`src/rtl/spram_ctrl_pkg.sv`:
```
// spram_ctrl_pkg: shared state encoding, bus widths and default timeout for the RAM controller
package spram_ctrl_pkg;
  localparam int AW = 8;
  localparam int DW = 16;
  localparam int TIMEOUT_DEF = 15;
  typedef enum logic [1:0] {IDLE, SETUP, STROBE, DONE} state_t;
endpackage

```
`src/rtl/spram_tmo_cnt.sv`:
```
// spram_tmo_cnt: saturating count of strobe cycles, flags the last cycle of the timeout budget
module spram_tmo_cnt
  import spram_ctrl_pkg::*;
#(
  parameter int TIMEOUT = TIMEOUT_DEF
) (
  input  logic clk,
  input  logic rst,
  input  logic clr,
  input  logic en,
  output logic expired
);
  logic [7:0] cnt_q;
  always_ff @(posedge clk)
    if (rst || clr) cnt_q <= '0;
    else if (en && cnt_q != 8'hff) cnt_q <= cnt_q + 8'd1;
  // cnt_q holds completed strobe cycles, so the current one is number TIMEOUT at TIMEOUT-1
  assign expired = cnt_q >= 8'(TIMEOUT - 1);
endmodule

```
`src/rtl/spram_ctrl.sv`:
```
// spram_ctrl: request/response front end driving a 256x16 single-port RAM with a READY timeout
module spram_ctrl
  import spram_ctrl_pkg::*;
#(
  parameter int TIMEOUT = TIMEOUT_DEF
) (
  input  logic          CLK,
  input  logic          RST,
  input  logic          REQ_VALID,
  output logic          REQ_READY,
  input  logic          REQ_WE,
  input  logic [AW-1:0] REQ_AD,
  input  logic [DW-1:0] REQ_DI,
  output logic          RSP_VALID,
  output logic [DW-1:0] RSP_DO,
  output logic          RSP_ERR,
  output logic          RAM_CS,
  output logic          RAM_EN,
  output logic          RAM_RD,
  output logic          RAM_WR,
  output logic [AW-1:0] RAM_AD,
  output logic [DW-1:0] RAM_DI,
  input  logic          RAM_READY,
  input  logic [DW-1:0] RAM_DO
);
  state_t state_q, state_d;
  logic ready_q, we_q, err_q, expired, accept, finish;
  logic [AW-1:0] ad_q;
  logic [DW-1:0] di_q, do_q;
  assign accept = REQ_VALID && ready_q;
  assign finish = state_q == STROBE && (RAM_READY || expired);
  always_comb begin
    state_d = state_q;
    case (state_q)
      IDLE:    state_d = accept ? SETUP : IDLE;
      SETUP:   state_d = STROBE;
      STROBE:  state_d = finish ? DONE : STROBE;
      default: state_d = IDLE;
    endcase
  end
  always_ff @(posedge CLK)
    if (RST) begin
      state_q <= IDLE;
      ready_q <= 1'b0;
      we_q    <= 1'b0;
      ad_q    <= '0;
      di_q    <= '0;
      do_q    <= '0;
      err_q   <= 1'b0;
    end else begin
      state_q <= state_d;
      ready_q <= state_d == IDLE;
      if (accept) begin
        we_q <= REQ_WE;
        ad_q <= REQ_AD;
        di_q <= REQ_DI;
      end
      // READY wins over an expiring budget in the same cycle
      if (finish) begin
        do_q  <= (RAM_READY && !we_q) ? RAM_DO : '0;
        err_q <= !RAM_READY;
      end
    end
  spram_tmo_cnt #(.TIMEOUT(TIMEOUT)) u_tmo (
    .clk(CLK),
    .rst(RST),
    .clr(accept),
    .en(state_q == STROBE),
    .expired(expired)
  );
  assign REQ_READY = ready_q;
  assign RAM_CS    = state_q == SETUP || state_q == STROBE;
  assign RAM_EN    = RAM_CS;
  assign RAM_RD    = state_q == STROBE && !we_q;
  assign RAM_WR    = state_q == STROBE && we_q;
  assign RAM_AD    = ad_q;
  assign RAM_DI    = di_q;
  assign RSP_VALID = state_q == DONE;
  assign RSP_DO    = do_q;
  assign RSP_ERR   = err_q;
endmodule

```
`config.mk`:
```
export PLATFORM = sky130hd
export DESIGN_NAME = spram_ctrl
export DESIGN_NICKNAME = d
export VERILOG_FILES = /design/src/rtl/spram_ctrl_pkg.sv /design/src/rtl/spram_tmo_cnt.sv /design/src/rtl/spram_ctrl.sv
export SDC_FILE = /design/constraint.sdc
export NUM_CORES = 1
export LEC_CHECK = 0
export ABC_CLOCK_PERIOD_IN_PS = 2100
export CAP_MARGIN = 20
export CORE_UTILIZATION = 44
export DETAILED_ROUTE_END_ITERATION = 7
export GPL_TIMING_DRIVEN = 0
export PLACE_DENSITY_LB_ADDON = 0.08
export SLEW_MARGIN = 30
export SYNTH_ARGS = -nofsm -noshare
export SYNTH_HDL_FRONTEND = slang
export SYNTH_SLANG_ARGS = --single-unit
```
`constraint.sdc`:
```
create_clock -name CLK -period 2.1 [get_ports CLK]
set_clock_uncertainty 0.2 [all_clocks]
set_input_delay 0.315 -clock CLK [delete_from_list [all_inputs] [get_ports CLK]]
set_output_delay 0.315 -clock CLK [all_outputs]
set_load 0.1 [all_outputs]
```
# [Word-level counts from Yosys, hierarchy flattened]
# Index checks and enable logic that the tools add are counted.
[word_totals] reg_bits=53 latchBits=0 ramBits=0 mem_bits_ro=0 output_inout_bits=47 wordCells=31 n_memories=0
[op_classes] add_sub_neg=1 mul=0 div_mod_pow=0 order_cmp=1 eq_ne=4 n_shift=0 mux=4 bitwise_logic=0 reduce_logical=13
[ops] op="two-way mux 16 bit" count=1
[ops] op="adder 8 x 1 -> 8 bit, second input constant" count=1
[ops] op="greater-or-equal comparator 8 x 4 -> 1 bit, second input constant" count=1
[ops] op="!= test 8 bit, second input constant" count=1
[ops] op="logical AND 1 bit" count=6
[ops] op="case mux 2 bit (3 select lines)" count=1
[ops] op="equality test 2 bit, second input constant" count=2
[ops] op="logical NOT 2 bit" count=2
[ops] op="logical OR 1 bit" count=3
[ops] op="equality test 2 x 1 -> 1 bit, second input constant" count=1
[ops] op="logical NOT 1 bit" count=2
[ops] op="two-way mux 1 bit" count=2

# [Logic depth before layout (Yosys ltp)]
[depth] ltp_word=6 depth_mapped=6

# [Cells and area by module]
# Synthesis repeated with hierarchy kept, for this count alone.
[hier_totals] hier_cells=261 area_unflattened_um2=2529.9
[by_module_without_submodules] module="spram_ctrl" instances=1 cells_each=210 area_per_inst_um2=2092.0 seq_area_each_um2=900.9
[by_module_without_submodules] module="spram_tmo_cnt" instances=1 cells_each=51 area_per_inst_um2=437.9 seq_area_each_um2=160.2

# [Worst setup path after synthesis]
# OpenSTA, ideal clock, no wires.
[synth_path] path_type="register to output" from="register state_q[0]" to="output port RAM_RD" t_arrival_ns=2.294 path_slack_ns=-0.709 path_stages_with_launch=6 n_path_buf=1 path_cell_list="dfxtp_1 inv_1 ha_1 clkinv_1 clkbuf_1 nor2_1"
[synth_via] elab_chain_len=2
[synth_lines] element="from (decl)" line="spram_ctrl.sv:26" rtl="state_t state_q, state_d;"
[synth_lines] element="from (signal assigned)" line="spram_ctrl.sv:51" rtl="state_q <= state_d;"
[synth_lines] element="equality test 2 bit" line="spram_ctrl.sv:74" rtl="assign RAM_RD = state_q == STROBE && !we_q;"
[synth_lines] element="logical AND 1 bit" line="spram_ctrl.sv:74"
[synth_lines] element="to (decl)" line="spram_ctrl.sv:19" rtl="output logic RAM_RD,"
# No other way between the ends.

# [Worst setup path after layout]
[layout_path] from="register ready_q, in the netlist REQ_READY" to="output port REQ_READY"
[layout_rtl] element="from (decl)" line="spram_ctrl.sv:27" rtl="logic ready_q, we_q, err_q, expired, accept, finish;"
[layout_rtl] element="from (signal assigned)" line="spram_ctrl.sv:44" rtl="ready_q <= 1'b0;"
[layout_rtl] element="from (signal assigned)" line="spram_ctrl.sv:52" rtl="ready_q <= state_d == IDLE;"
[layout_rtl] element="to (decl)" line="spram_ctrl.sv:10" rtl="output logic REQ_READY,"
# No word-level cell between the ends.

==> results.tsv <==
metric	value	unit
final WL	5810	um
fraction of met2 tracks used by global routing	36.1	%
buffer count from post-CTS setup fixing	0	
number of buffers on the longest clock path	2	
Post-DP HPWL	4150	um
number of DRC markers in iteration 0	149	
number of port buffers	91	
CP Data Arrival Time	1550	ps
gate count of the mapped netlist	275	
share of the clock period used by the worst path	98.3	%
unrepaired setup endpoints after global routing	false	
max-slew violation count	0	
cell with the biggest individual delay on the critical path	sky130_fd_sc_hd__clkdlybuf4s15_1	
achievable clock frequency	485	MHz
most frequently used cell type in the post-synthesis netlist	sky130_fd_sc_hd__nand2_1	
area added between synthesis and finish	46.0	%
first-pass GRT wire length	9450	um
Post-synth top flop	sky130_fd_sc_hd__dfxtp_1	
kind of cell adding the most delay to the critical path	buffers and inverters	
number of remaining DRC errors	0	
Critical Setup Path Class	flip-flop to primary output	
vias per cell	5.06	
number of buffers inserted by hold repair at cts	0	
post-route ant nets	0	
top cells by count, synth	sky130_fd_sc_hd__nand2_1, sky130_fd_sc_hd__dfxtp_1, sky130_fd_sc_hd__nor2_1	
critical path, cell by cell	clkdlybuf4s15_1	
CTS clock-pin slew for the worst setup and hold paths	90	ps
Leak Pwr	1.50	nW
average wire per cell in the routed design	13.1	um
Synth area leader	sky130_fd_sc_hd__dfxtp_1	
initial antenna violation count	0	
source-to-sink clock delay at the later pin of the worst-skew pair	300	ps
fraction of registers with async set/reset	0	%
worst-path maximum fanout	5	
Synth Warn #	0	
number of enable-type register cells in the synthesized netlist	0	
required time at the worst-slack endpoint	1580	ps
area share of the largest cell type after synthesis	44.6	%
Via Count	2245	
FF+latch count, synth	53	
met1 capacity usage during global routing	25.9	%
total nets after synthesis	326	
cell area after synthesis	2380	um^2
count of final setup violators	0	
CTS Buf Count	5	
via count of the first global-routing pass	2112	
width of the die	75.5	um
area of the core	5170	um^2
count of distinct cell types in the synthesized netlist	38	
post-route core utilization	67.2	%
CTS H-tree depth	2	
Critical Path Start	REQ_READY	
Total Negative Setup Slacks	0	ps
portion of the post-synthesis area used by sequential elements	44.6	%
delay of the slowest critical-path stage	840	ps
leading cell types by total area after synthesis	sky130_fd_sc_hd__dfxtp_1, sky130_fd_sc_hd__nand2_1, sky130_fd_sc_hd__and4b_1	
Die Y	75.5	um
clock tree sinks	53	
run status	complete, no violations	
fraction of final layout cells with drive strength greater than 1	11.2	%
final net count	424	
power density over the cells	678	nW/um^2
layer with the highest usage after global routing	met2	
number of max-cap violations	0	
clock tree from TritonCTS	yes	
Setup crit end kind	primary output	
top-level port count	92	
Avg Inst Size Synth	8.65	um^2
worst path buffer plus inverter count	1	
RD Place Congestion	0.767	
startpoint of the most critical register-to-register path	state_q[1]	
Hold Crit Start	RAM_DI[13]	
area enclosed by the die boundary	5710	um^2
worst slew margin relative to its limit	33.6	%
path type of the worst min-delay path	flip-flop to flip-flop	
transition time at the pin with the least slew margin	1000	ps
final-report hold violation count	0	
root buf cell	sky130_fd_sc_hd__clkbuf_8	
row count	26	
gr usage total	21.5	%
Congestion Overflow GR	0	
met3 capacity usage during global routing	8.86	%
n_diodes	0	
startpoint type of the worst setup path	flip-flop	
effective utilization at floorplan	46.0	%
number of iterations in the first detailed-routing pass	4	
maximum number of pins on one net before global-route repair	16	
final critical-path required period	2060	ps
worst supply voltage drop on vdd	0.000435	V
[cells by family (layout without fill, tap and decap cells)]
family / count (synthesis) / count (layout) / share of synthesized area (%)
mux: 3 / 3 / 1.26
fa+ha+maj: 6 / 6 / 3.15
compound gates: 57 / 57 / 16.8
simple gates: 132 / 132 / 29.4
buf+inv: 24 / 123 / 4.78
flops: 53 / 53 / 44.6
[final timing paths]
check                    end  slack, ps  cells after the start
setup / recovery   REQ_READY         40                      1
hold / removal    RAM_DI[13]        250                      2
setup reg to reg   RSP_DO[3]        280                      5
hold reg to reg   RAM_DI[13]        250                      2
[registers in the layout (all words and copies together) (netlist names)]
name and flops:
RAM_AD 8, state_q 2, we_q 1, u_tmo.cnt_q 8, RSP_ERR 1, RSP_DO 16, RAM_DI 16, REQ_READY 1
[repair_timing]
action,in CTS,in global routing
resized for setup,81,8
gates cloned,0,0
endpoints found under the setup margin,47,5
[layout by cell type, fill, tap and decap left out, drive strengths merged, types with 3 or more instances in the layout]
cell type / instances
a211oi: 17
nand2: 56
dlygate4sd2: 41
ha: 6
and4b: 17
clkbuf: 18
nand3: 3
buf: 11
mux2i: 3
clkdlybuf4s50: 44
nor2: 35
nand2b: 3
dfxtp: 53
inv: 5
and4: 3
and2: 3
a31oi: 3
a21oi: 30
[stage by stage]
step	cells	area [um^2]	hold WS [ps]	setup WS [ps]	total power [W]
after detailed placement	436	3390	248	-994	0.00182
final	444	3470	254	36.5	0.00236
after floorplan	275	2390	251	18.0	0.00160
after global placement	436	3390	241	-994	0.00182
after global routing	444	3470	277	3.74	0.00246
after CTS	444	3450	258	-25.6	0.00236
[routing by layer]
layer  wire [um]  vias to the layer above  share of wire, %
li1            -                     1147                 -
met3         544                        4               9.4
met4          41                        0              0.71
met2        2790                       67                48
met1        2430                     1027                42
met5           0                        -                 0
[where the power goes]
group	total, W	internal (W)	switching (W)	leakage, nW
sequential	0.00107	0.00105	0.0000257	0.430
clock	0.000571	0.000232	0.000338	0.0450
combinational	0.000711	0.000203	0.000508	1.03
total	0.00236	0.00148	0.000872	1.50
[worst min-delay path: stages (launching register included)]
cell and delay [ps]:
sky130_fd_sc_hd__dfxtp_1 320, sky130_fd_sc_hd__nand2_1 50, sky130_fd_sc_hd__a21oi_1 50
[cell type report]
class	instances	area [um^2]
fill	455	1700
inverter	5	21.3
sequential	53	1060
buffer	19	113
clock buffer	6	72.6
clock inverter	2	10.0
tap	70	87.6
timing repair buffer	91	880
multi-input combinational	198	1230
(Power assumes the default switching activity.)
